File: config.mk
export PLATFORM = sky130hd
export DESIGN_NAME = uart_apb_transmitter
export DESIGN_NICKNAME = d
export VERILOG_FILES = /design/src/rtl/uart_apb_transmitter.sv
export SDC_FILE = /design/constraint.sdc
export NUM_CORES = 1
export LEC_CHECK = 0
export BUFFER_PORTS_ARGS = -buffer_cell sky130_fd_sc_hd__buf_2
export CORE_ASPECT_RATIO = 1.5
export CORE_MARGIN = 3
export CORE_UTILIZATION = 42
export DETAILED_ROUTE_END_ITERATION = 8
export PLACE_DENSITY = 0.67
export SLEW_MARGIN = 20
export SYNTH_ARGS = -nofsm -noshare
export SYNTH_HDL_FRONTEND = slang
export SYNTH_SLANG_ARGS = --single-unit
File: constraint.sdc
create_clock -name PCLK -period 6.1 [get_ports PCLK]
set_input_delay 1.83 -clock PCLK [delete_from_list [all_inputs] [get_ports PCLK]]
set_output_delay 1.83 -clock PCLK [all_outputs]
set_load 0.005 [all_outputs]
File: src/rtl/uart_apb_transmitter.sv
`default_nettype none
// ============================================================================
// Module   : uart_apb_transmitter
// Purpose  : APB slave UART transmitter. Each accepted APB write loads one
//            byte into a holding register. The byte is then sent on tx_serial
//            as an 8N1 frame (start bit, 8 data bits LSB first, stop bit).
//            Because the holding register sits in front of the shift
//            register, back-to-back frames go out with no idle gap.
// Ports    : PCLK, PRESET        - clock, synchronous active-high reset
//            PSEL1, PENABLE,     - APB slave interface. Only PADDR[7] is
//            PWRITE, PADDR,        decoded, and it must be 1. PREADY is low
//            PWDATA, PREADY        while a byte is still pending.
//            tx_serial           - serial line, idles high
//            tx_busy             - frame in progress or byte pending
//            tx_done             - one-cycle pulse at end of each stop bit
// Revision : 1.0 - initial release
// ============================================================================
module uart_apb_transmitter #(
    parameter int CLKS_PER_BIT = 16
) (
    input  logic       PCLK,
    input  logic       PRESET,
    input  logic       PSEL1,
    input  logic       PENABLE,
    input  logic       PWRITE,
    input  logic [7:0] PADDR,
    input  logic [7:0] PWDATA,
    output logic       PREADY,
    output logic       tx_serial,
    output logic       tx_busy,
    output logic       tx_done
);

    localparam logic [15:0] c_CNT_LAST = 16'(CLKS_PER_BIT - 1);

    typedef enum logic [1:0] {
        ST_IDLE  = 2'd0,
        ST_START = 2'd1,
        ST_DATA  = 2'd2,
        ST_STOP  = 2'd3
    } state_t;

    state_t      r_state,      w_state_nx;
    logic [7:0]  r_hold_data,  w_hold_data_nx;
    logic        r_hold_valid, w_hold_valid_nx;
    logic [7:0]  r_shift,      w_shift_nx;
    logic [15:0] r_cnt,        w_cnt_nx;
    logic [2:0]  r_bit_idx,    w_bit_idx_nx;
    logic        r_tx,         w_tx_nx;
    logic        r_done,       w_done_nx;

    logic        w_wr_acc;
    logic        w_bit_end;
    logic        w_unused;

    // Only bit 7 of the address takes part in decode.
    assign w_unused  = ^PADDR[6:0];

    // A write can only be accepted while the holding register is empty.
    // The FSM only loads from the register while it is full. So an accept
    // and a load can never happen on the same edge.
    assign w_wr_acc  = PSEL1 & PENABLE & PWRITE & PADDR[7] & ~r_hold_valid;
    assign w_bit_end = (r_cnt == c_CNT_LAST);

    assign PREADY    = ~r_hold_valid;
    assign tx_serial = r_tx;
    assign tx_busy   = (r_state != ST_IDLE) | r_hold_valid;
    assign tx_done   = r_done;

    always_comb begin
        w_state_nx      = r_state;
        w_hold_data_nx  = r_hold_data;
        w_hold_valid_nx = r_hold_valid;
        w_shift_nx      = r_shift;
        w_cnt_nx        = r_cnt;
        w_bit_idx_nx    = r_bit_idx;
        w_tx_nx         = r_tx;
        w_done_nx       = 1'b0;

        if (w_wr_acc) begin
            w_hold_data_nx  = PWDATA;
            w_hold_valid_nx = 1'b1;
        end

        case (r_state)
            ST_IDLE: begin
                w_tx_nx = 1'b1;
                if (r_hold_valid) begin
                    w_shift_nx      = r_hold_data;
                    w_hold_valid_nx = 1'b0;
                    w_cnt_nx        = '0;
                    w_tx_nx         = 1'b0;
                    w_state_nx      = ST_START;
                end
            end
            ST_START: begin
                if (w_bit_end) begin
                    w_cnt_nx     = '0;
                    w_bit_idx_nx = '0;
                    w_tx_nx      = r_shift[0];
                    w_state_nx   = ST_DATA;
                end else begin
                    w_cnt_nx = r_cnt + 16'd1;
                end
            end
            ST_DATA: begin
                if (w_bit_end) begin
                    w_cnt_nx = '0;
                    if (r_bit_idx != 3'd7) begin
                        // The shift register moves right so that the next
                        // data bit is always in position 1.
                        w_bit_idx_nx = r_bit_idx + 3'd1;
                        w_tx_nx      = r_shift[1];
                        w_shift_nx   = {1'b0, r_shift[7:1]};
                    end else begin
                        w_tx_nx    = 1'b1;
                        w_state_nx = ST_STOP;
                    end
                end else begin
                    w_cnt_nx = r_cnt + 16'd1;
                end
            end
            ST_STOP: begin
                if (w_bit_end) begin
                    w_cnt_nx  = '0;
                    w_done_nx = 1'b1;
                    if (r_hold_valid) begin
                        // A byte is pending, so go straight into the next
                        // start bit with no idle cycle.
                        w_shift_nx      = r_hold_data;
                        w_hold_valid_nx = 1'b0;
                        w_tx_nx         = 1'b0;
                        w_state_nx      = ST_START;
                    end else begin
                        w_state_nx = ST_IDLE;
                    end
                end else begin
                    w_cnt_nx = r_cnt + 16'd1;
                end
            end
            default: begin
                w_tx_nx    = 1'b1;
                w_state_nx = ST_IDLE;
            end
        endcase
    end

    always_ff @(posedge PCLK) begin
        if (PRESET) begin
            r_state      <= ST_IDLE;
            r_hold_data  <= '0;
            r_hold_valid <= 1'b0;
            r_shift      <= '0;
            r_cnt        <= '0;
            r_bit_idx    <= '0;
            r_tx         <= 1'b1;
            r_done       <= 1'b0;
        end else begin
            r_state      <= w_state_nx;
            r_hold_data  <= w_hold_data_nx;
            r_hold_valid <= w_hold_valid_nx;
            r_shift      <= w_shift_nx;
            r_cnt        <= w_cnt_nx;
            r_bit_idx    <= w_bit_idx_nx;
            r_tx         <= w_tx_nx;
            r_done       <= w_done_nx;
        end
    end

endmodule
`default_nettype wire

# Word level (Yosys, flattened, before mapping)

Cells that the tools add are included.

Output and inout bits: 4
Word-level logic and storage cells: 70
Register bits after elaboration: 40

Equality and inequality tests: 12
Bitwise gates (word level): 7
Add/subtract/negate cells: 2
Muxes and demuxes: 31
Reduce and logical (&&, ||, !) cells: 10

Operators with widths:

| operator                | count |
|---|---|
| $mux W16                | 2 |
| $mux W8                 | 4 |
| $pmux W16 S2            | 1 |
| $pmux W8 S3             | 1 |
| $add A16 B1 Y16 const B | 1 |
| $eq A16 B4 Y1 const B   | 1 |
| $ne A2 B2 Y1 const B    | 7 |
| $reduce_and A4 Y1       | 3 |
| $mux W1                 | 11 |
| $mux W2                 | 5 |
| $mux W3                 | 3 |
| $pmux W2 S4             | 1 |
| $pmux W3 S2             | 1 |
| $reduce_and A5 Y1       | 1 |
| $and A1 B1 Y1           | 4 |
| $eq A2 B2 Y1 const B    | 2 |
| $pmux W1 S4             | 1 |
| $reduce_bool A2 Y1      | 2 |
| $add A3 B1 Y3 const B   | 1 |
| $ne A3 B3 Y1 const B    | 1 |
| $reduce_bool A3 Y1      | 1 |
| $reduce_or A3 Y1        | 1 |
| $eq A2 B1 Y1 const B    | 1 |
| $logic_not A2 Y1        | 1 |
| 4 further kinds         | 5 |

# Logic depth before layout (Yosys ltp)

Gate-level depths: netlist of run 1.

Depth in word-level cells: 8
Mapped depth: 8
Depth with buffers taken out: 7

# Worst setup path after synthesis of run 1

Ideal clock, no wire load.

Kind: flip-flop to output port
Start: reg r_state[0]
End: out tx_busy
Stages on the path, launching flop included: 6
Buffers on the path: 1
Setup slack: 3.190 ns
Arrival: 1.080 ns
Cell sequence: dfxtp_1 inv_1 ha_1 nor2b_1 buf_6 inv_1

Cells in the longest elaborated chain, start to end: 2

RTL lines:

| what                   | RTL line | text |
|---|---|---|
| start, declared        | 43       | `state_t r_state, w_state_nx;` |
| start signal, assigned | 159      | `r_state <= w_state_nx;` |
| $reduce_bool A2 Y1     | 67       | `assign tx_busy = (r_state != ST_IDLE) \| r_hold_valid;` |
| $or A1 B1 Y1           | 67       |  |
| end, declared          | 30       | `output logic tx_busy,` |

No other way between the ends.

# Worst setup path in the final report of run 1

Ends and elaborated chain as after synthesis.

==> results of run 1 <==
==> report_power, final <==
part           internal, mW  switching, mW  leakage (nW)  total (mW)
Clock                 0.101         0.0847        0.0503       0.185
Sequential            0.266        0.00392         0.323       0.270
Combinational        0.0141         0.0243         0.423      0.0383
Total                 0.381          0.113         0.796       0.494
==> cells by family (layout without fill, tap and decap cells) <==
logic type / Yosys count / in the layout / share of synthesized area, %
xor gates and xnor gates: 9 / 9 / 3.83
DFF: 40 / 40 / 38.9
muxes: 10 / 10 / 5.35
buffers and inverters: 30 / 42 / 5.89
AOI/OAI and AO/OA: 64 / 64 / 19.7
adders and majority gates: 9 / 9 / 5.47
and+or+nand+nor: 79 / 79 / 20.9
==> area by class of cell <==
| class | count | area, um2 | share of cell area (%) |
|---|---|---|---|
| clock buffer | 7 | 96.3 | 4.24 |
| inverter | 16 | 60.1 | 2.64 |
| multi-input combinational | 171 | 1140 | 50.0 |
| sequential | 40 | 801 | 35.2 |
| tap | 64 | 80.1 | 3.52 |
| timing repair buffer | 19 | 100 | 4.40 |
==> synthesized netlist by cell type <==
master	number
sky130_fd_sc_hd__mux2i_1	2
sky130_fd_sc_hd__xnor2_1	7
sky130_fd_sc_hd__or3b_2	1
sky130_fd_sc_hd__nand4_1	8
sky130_fd_sc_hd__o21ai_0	16
sky130_fd_sc_hd__buf_6	1
sky130_fd_sc_hd__nand4_2	1
sky130_fd_sc_hd__a22oi_1	2
sky130_fd_sc_hd__a21o_1	3
sky130_fd_sc_hd__and4bb_2	1
sky130_fd_sc_hd__a21bo_2	1
sky130_fd_sc_hd__a2111o_1	1
sky130_fd_sc_hd__nor2_1	9
sky130_fd_sc_hd__nor3b_1	3
sky130_fd_sc_hd__a32oi_1	1
sky130_fd_sc_hd__nand2_1	19
sky130_fd_sc_hd__dfxtp_1	40
sky130_fd_sc_hd__a211oi_1	18
sky130_fd_sc_hd__clkbuf_1	10
sky130_fd_sc_hd__nand3_1	5
sky130_fd_sc_hd__nor4b_1	1
sky130_fd_sc_hd__or4_1	1
sky130_fd_sc_hd__ha_1	9
sky130_fd_sc_hd__nor3_1	12
sky130_fd_sc_hd__a21oi_1	18
sky130_fd_sc_hd__mux2_2	8
sky130_fd_sc_hd__nor4_1	6
sky130_fd_sc_hd__nand3b_1	1
sky130_fd_sc_hd__a31o_2	1
sky130_fd_sc_hd__or4b_1	1
sky130_fd_sc_hd__xor2_1	2
sky130_fd_sc_hd__buf_2	1
sky130_fd_sc_hd__nand2b_1	4
sky130_fd_sc_hd__a221oi_1	1
sky130_fd_sc_hd__buf_1	2
sky130_fd_sc_hd__or2_2	1
sky130_fd_sc_hd__o41ai_1	1
sky130_fd_sc_hd__a31oi_1	1
sky130_fd_sc_hd__inv_1	16
sky130_fd_sc_hd__or3_1	4
sky130_fd_sc_hd__nor2b_1	1
==> sequential cells by signal, summed over array words and instances, names as in the netlist <==
register and cells:
r_cnt 16, r_hold_data 8, r_shift 8, r_bit_idx 3, r_state 2, r_hold_valid 1, tx_done 1, tx_serial 1
==> worst register-to-register path, stage by stage, from the launching register on <==
cell and delay [ps]:
sky130_fd_sc_hd__dfxtp_1 420, sky130_fd_sc_hd__ha_1 240, sky130_fd_sc_hd__nor3b_1 220, sky130_fd_sc_hd__nand4_1 110, sky130_fd_sc_hd__buf_4 240, sky130_fd_sc_hd__a21oi_1 870
sky130_fd_sc_hd__o41ai_1 140
==> per-layer routing <==
metal / vias up / part of all wire, % / GRT usage (%)
li1: 893 / - / -
met1: 834 / 41 / 18.0
met2: 19 / 54 / 28.6
met3: 8 / 2.3 / 3.43
met4: 0 / 1.9 / 7.39
met5: - / 0 / 0
==> stage by stage <==
step	setup slack [ps]	util [%]
after floorplan	3190	-
after CTS	2510	49.3
after global placement	2810	47.2
final	2510	49.3
after global routing	2380	49.3
after detailed placement	2840	47.2
==> path summary, 6_finish.rpt <==
path / from / end / slack (ps) / depth (start not counted)
hold / removal: r_shift[4] / r_shift[4] / 460 / 2
hold reg to reg: r_shift[4] / r_shift[4] / 460 / 2
setup reg to reg: r_cnt[0] / r_cnt[8] / 3710 / 6
setup / recovery: r_state[0] / tx_busy / 2510 / 6
==> parameters.txt, run 1 <==
Parameter                              Value

Clock tree
  CTS tree    done
  CTS sink cnt    40
  Number of cells upsized or downsized after cts    0
  Clock edge transition at the registers on the reported setup and hold paths    70 ps
  Hold buffers post-CTS    0
  Buffers inserted during post-CTS setup optimization    0
  Clock buffer count from CTS    5
  Clock latency on the worst-skew pair    290 ps
  Largest buffer count on any clock path    2
  H-tree Lvls    2
  Clk Tree Root Cell    sky130_fd_sc_hd__clkbuf_8

Timing
  F_max    278 MHz
  Normalized max-slew margin    29.4%
  Count of final hold-check violations    0
  Largest clock skew in the final design    8.56 ps
  RSZ-0062 raised after global routing    no
  Final cycle utilization of the critical path    58.9%
  Clock period minus final worst setup slack    3590 ps
  Final setup violation count    0
  Worst hold margin    462 ps
  Fin Setup TNS    0 ps
  Slew Limit Fails    0
  Measured slew at the worst slew-check pin    1060 ps

GRT
  Vias in the first global route    1,711
  Antenna violations before repair    0
  Wire length of the first global-routing pass    7590 um
  Maximum number of pins on one net before global-route repair    44
  Total GRT Usage    16.1%
  Overall overflow remaining after global route    0

Placed design
  Placer Congestion    0.780
  Placed Instance Area    0.00218 mm2
  Post-Place Cells    310
  IO Port Bufs    17
  HPWL after detailed placement    2970 um

Power and ir drop
  Overall power of the completed layout    0.494 mW
  Cell leakage power    0.796 nW
  Worst vdd ir    0.182 mV
  Power Density    217 mW/mm2

Synth
  Nets in the synthesized netlist    271
  Post-synth design cell area    0.00206 mm2
  Seq cells post-synth    40
  Yosys warning total    0
  Average cell area after synthesis    8.55 um2
  Area share of the largest cell type after synthesis    38.9%
  Largest cells by area after synthesis    sky130_fd_sc_hd__dfxtp_1, sky130_fd_sc_hd__a211oi_1, sky130_fd_sc_hd__ha_1
  Synth Instances    241
  Cell taking the most area after synthesis    sky130_fd_sc_hd__dfxtp_1
  Share of the yosys chip area belonging to registers    38.9%
  Unique masters post-synth    41

Critical path
  Sort of element at the end of the critical path    output pin
  Crit path arrival time    1760 ps
  Critical path fanouts, max    18
  Largest delay contributor family on the critical path    buffers and inverters
  Critical Path Max Stage Delay    420 ps
  Total buffers and inverters traversed by the critical path    4
  Kind of critical path    reg -> out
  Required time of the worst setup path    4270 ps
  Cells along the critical path    inv_1, ha_1, nor2b_1, buf_4, inv_1, buf_2
  Critical Path Source Type    register
  Slowest cell on the critical path    sky130_fd_sc_hd__dfxtp_1
  Cell with the most instances on the worst path    sky130_fd_sc_hd__inv_1

Die
  Die X    63.2 um
  Boundary pin count    25
  Die Span Y    91.8 um
  Standard-cell rows    30
  Die Footprint    0.00580 mm2
  Core area    0.00462 mm2
  Starting Density    44.6%

Finish
  Fraction of layout instances using a drive strength above 1    15.8%
  Final-stage net count    283
  Commonest cells after routing, fill and taps aside    sky130_fd_sc_hd__dfxtp_1, sky130_fd_sc_hd__nand2_1, sky130_fd_sc_hd__a21oi_1, sky130_fd_sc_hd__a211oi_1, sky130_fd_sc_hd__buf_2
  Final-layout fill cell count    480
  Leading cell type in the layout, fill and taps excluded    sky130_fd_sc_hd__dfxtp_1
  Number of inserted diodes    0
  Non-filler cells, final    317
  Area of all placed cells without fillers    0.00227 mm2
  Layout overhead on the synthesized area    10.4%

Routing
  DRC errors left    0
  Iteration-0 DRC count of the detailed router    80
  Total wire length after detailed routing    4370 um
  Vias per Instance    5.53
  ANT nets after route    0
  Average wire length per cell after detail routing    13.8 um
  Number of iterations in the first detailed-routing pass    4
  Via count    1,754

Run
  Number of violations of the max-capacitance limit    0

Status
  Outcome    complete, no violations

Min path
  Path category of the worst min-delay check    reg -> reg
(Power assumes the default switching activity.)
==> run 2: changes to the inputs <==
- clock period: 6.1 -> 3.5 ns (I/O delays scaled with it)
==> parameters.txt, run 2 (same netlist as run 1, synthesis figures left out) <==
Parameter                              Value

Status
  Outcome    complete, no violations (unchanged)

GRT
  Maximum number of pins on one net before global-route repair    44 (unchanged)
  Overall overflow remaining after global route    0 (unchanged)
  Wire length of the first global-routing pass    7400 um (was 7590 um)
  Total GRT Usage    15.6% (was 16.1%)
  Antenna violations before repair    0 (unchanged)
  Vias in the first global route    1,651 (was 1,711)

Min path
  Path category of the worst min-delay check    reg -> reg (unchanged)
  Hold Path End    r_shift[0] (was r_shift[4])
  Count of cells along the worst hold path    2 (unchanged)
  HP Start    r_shift[0] (was r_shift[4])

Finish
  Reg with most FFs    r_cnt (unchanged)
  Layout overhead on the synthesized area    12.6% (was 10.4%)
  Flip-flop count of the largest register after layout    16 (unchanged)
  Final-stage net count    285 (was 283)
  Leading cell type in the layout, fill and taps excluded    sky130_fd_sc_hd__dfxtp_1 (unchanged)
  Leading registers by flop count    r_cnt x16, r_hold_data x8, r_shift x8 (unchanged)
  Commonest cells after routing, fill and taps aside    sky130_fd_sc_hd__dfxtp_1, sky130_fd_sc_hd__nand2_1, sky130_fd_sc_hd__a21oi_1, sky130_fd_sc_hd__a211oi_1, sky130_fd_sc_hd__buf_2 (unchanged)
  Number of inserted diodes    0 (unchanged)
  Non-filler cells, final    320 (was 317)
  Fraction of layout instances using a drive strength above 1    16.8% (was 15.8%)

Power and ir drop
  Worst vdd ir    0.247 mV (was 0.182 mV)
  Power Density    412 mW/mm2 (was 217 mW/mm2)
  Cell leakage power    0.821 nW (was 0.796 nW)

Clock tree
  CTS sink cnt    40 (unchanged)
  Clk Tree Root Cell    sky130_fd_sc_hd__clkbuf_8 (unchanged)
  Buffers inserted during post-CTS setup optimization    0 (unchanged)
  CTS tree    done (unchanged)
  Clock edge transition at the registers on the reported setup and hold paths    80 ps (was 70 ps)
  H-tree Lvls    2 (unchanged)
  Clock latency on the worst-skew pair    290 ps (about the same)
  Clock buffer count from CTS    5 (unchanged)
  Largest buffer count on any clock path    2 (unchanged)
  Number of cells upsized or downsized after cts    0 (unchanged)
  Hold buffers post-CTS    0 (unchanged)

Die
  Die Footprint    0.00580 mm2 (unchanged)
  Die Span Y    91.8 um (unchanged)
  Boundary pin count    25 (unchanged)
  Core area    0.00462 mm2 (unchanged)
  Starting Density    44.6% (unchanged)
  Standard-cell rows    30 (unchanged)
  Die X    63.2 um (unchanged)

Routing
  Vias per Instance    5.55 (was 5.53)
  Via count    1,775 (was 1,754)
  Iteration-0 DRC count of the detailed router    74 (was 80)
  Total wire length after detailed routing    4450 um (was 4370 um)
  Number of iterations in the first detailed-routing pass    4 (unchanged)
  DRC errors left    0 (unchanged)
  Average wire length per cell after detail routing    13.9 um (was 13.8 um)
  ANT nets after route    0 (unchanged)

Placed design
  Post-Place Cells    312 (was 310)
  IO Port Bufs    17 (unchanged)
  Placer Congestion    0.793 (was 0.780)
  HPWL after detailed placement    3040 um (was 2970 um)

Timing
  F_max    355 MHz
  Measured slew at the worst slew-check pin    785 ps (was 1060 ps)
  Count of final hold-check violations    0 (unchanged)
  Final cycle utilization of the critical path    80.5%
  RSZ-0062 raised after global routing    no (unchanged)
  Clock period minus final worst setup slack    2820 ps
  Final setup violation count    0 (unchanged)
  Largest clock skew in the final design    7.32 ps (was 8.56 ps)
  Fin Setup TNS    0 ps (unchanged)
  Normalized max-slew margin    47.7% (was 29.4%)
  Slew Limit Fails    0 (unchanged)

Critical path
  Launch point of the critical path    r_state[0] (unchanged)
  Worst Reg2Reg Path Length in Cells    7 (was 6)
  Start of the worst register-to-register path    r_state[0] (was r_cnt[0])
  Worst r2r dst    r_cnt[13] (was r_cnt[8])
  Crit path arrival time    1770 ps (was 1760 ps)
  Required time of the worst setup path    2450 ps (was 4270 ps)
  Critical Path Source Type    register (unchanged)
  Register-to-register path setup slack    1100 ps (was 3710 ps)
  Kind of critical path    reg -> out (unchanged)
  Critical path fanouts, max    18 (unchanged)
  Sort of element at the end of the critical path    output pin (unchanged)

Run
  Number of violations of the max-capacitance limit    0 (unchanged)
[run 2: changes by cell type in the layout (fill, tap and decap cells not counted), sizes merged]
cell    previous run  this run
buf               19        21
bufinv             0         1
[run 2: final cells by class]
type                       instances  area (um2)
multi-input combinational        171        1140
timing repair buffer              21         115
clock inverter                     1        30.0
clock buffer                       7        96.3
sequential                        40         801
tap                               64        80.1
inverter                          16        60.1
fill                             467        2300
[run 2: layer usage]
layer	track usage [%]	vias to the layer above	share of wire [%]	routed length [um]
met4	7.39	0	2.5	112
met1	17.4	836	43	1920
li1	-	902	-	-
met5	0	-	0	0
met3	3.31	12	2.6	117
met2	27.9	25	52	2300
[run 2: metrics by stage]
step	hold slack [ps]	area, um2	setup WS [ps]	power [mW]	util, %
finish	462	2320	683	0.955	50.2
global route	492	2320	600	0.989	50.2
floorplan	430	2060	1370	0.528	-
global placement	444	2190	1020	0.549	47.5
CTS	460	2320	692	0.963	50.2
detailed placement	448	2190	1030	0.551	47.5
[run 2: critical path: stages, from the launching register on]
cell	delay (ps)
sky130_fd_sc_hd__dfxtp_1	430
sky130_fd_sc_hd__inv_1	130
sky130_fd_sc_hd__ha_1	270
sky130_fd_sc_hd__nor2b_1	150
sky130_fd_sc_hd__buf_4	190
sky130_fd_sc_hd__inv_1	150
sky130_fd_sc_hd__buf_2	150
[run 2: where the power goes]
| group | total (mW) | leakage [nW] | switching (mW) | internal [mW] |
|---|---|---|---|---|
| Clock | 0.415 | 0.0645 | 0.164 | 0.252 |
| Sequential | 0.468 | 0.323 | 0.00488 | 0.463 |
| Combinational | 0.0712 | 0.434 | 0.0447 | 0.0265 |
[run 2: worst max path at each step]
stage               endpoint  slack, ps  cells past startpoint
floorplan            tx_busy       1370                      5
global placement     tx_busy       1020                      6
detailed placement   tx_busy       1030                      6
CTS                  tx_busy        690                      6
global route         tx_busy        600                      6
finish               tx_busy        680                      6
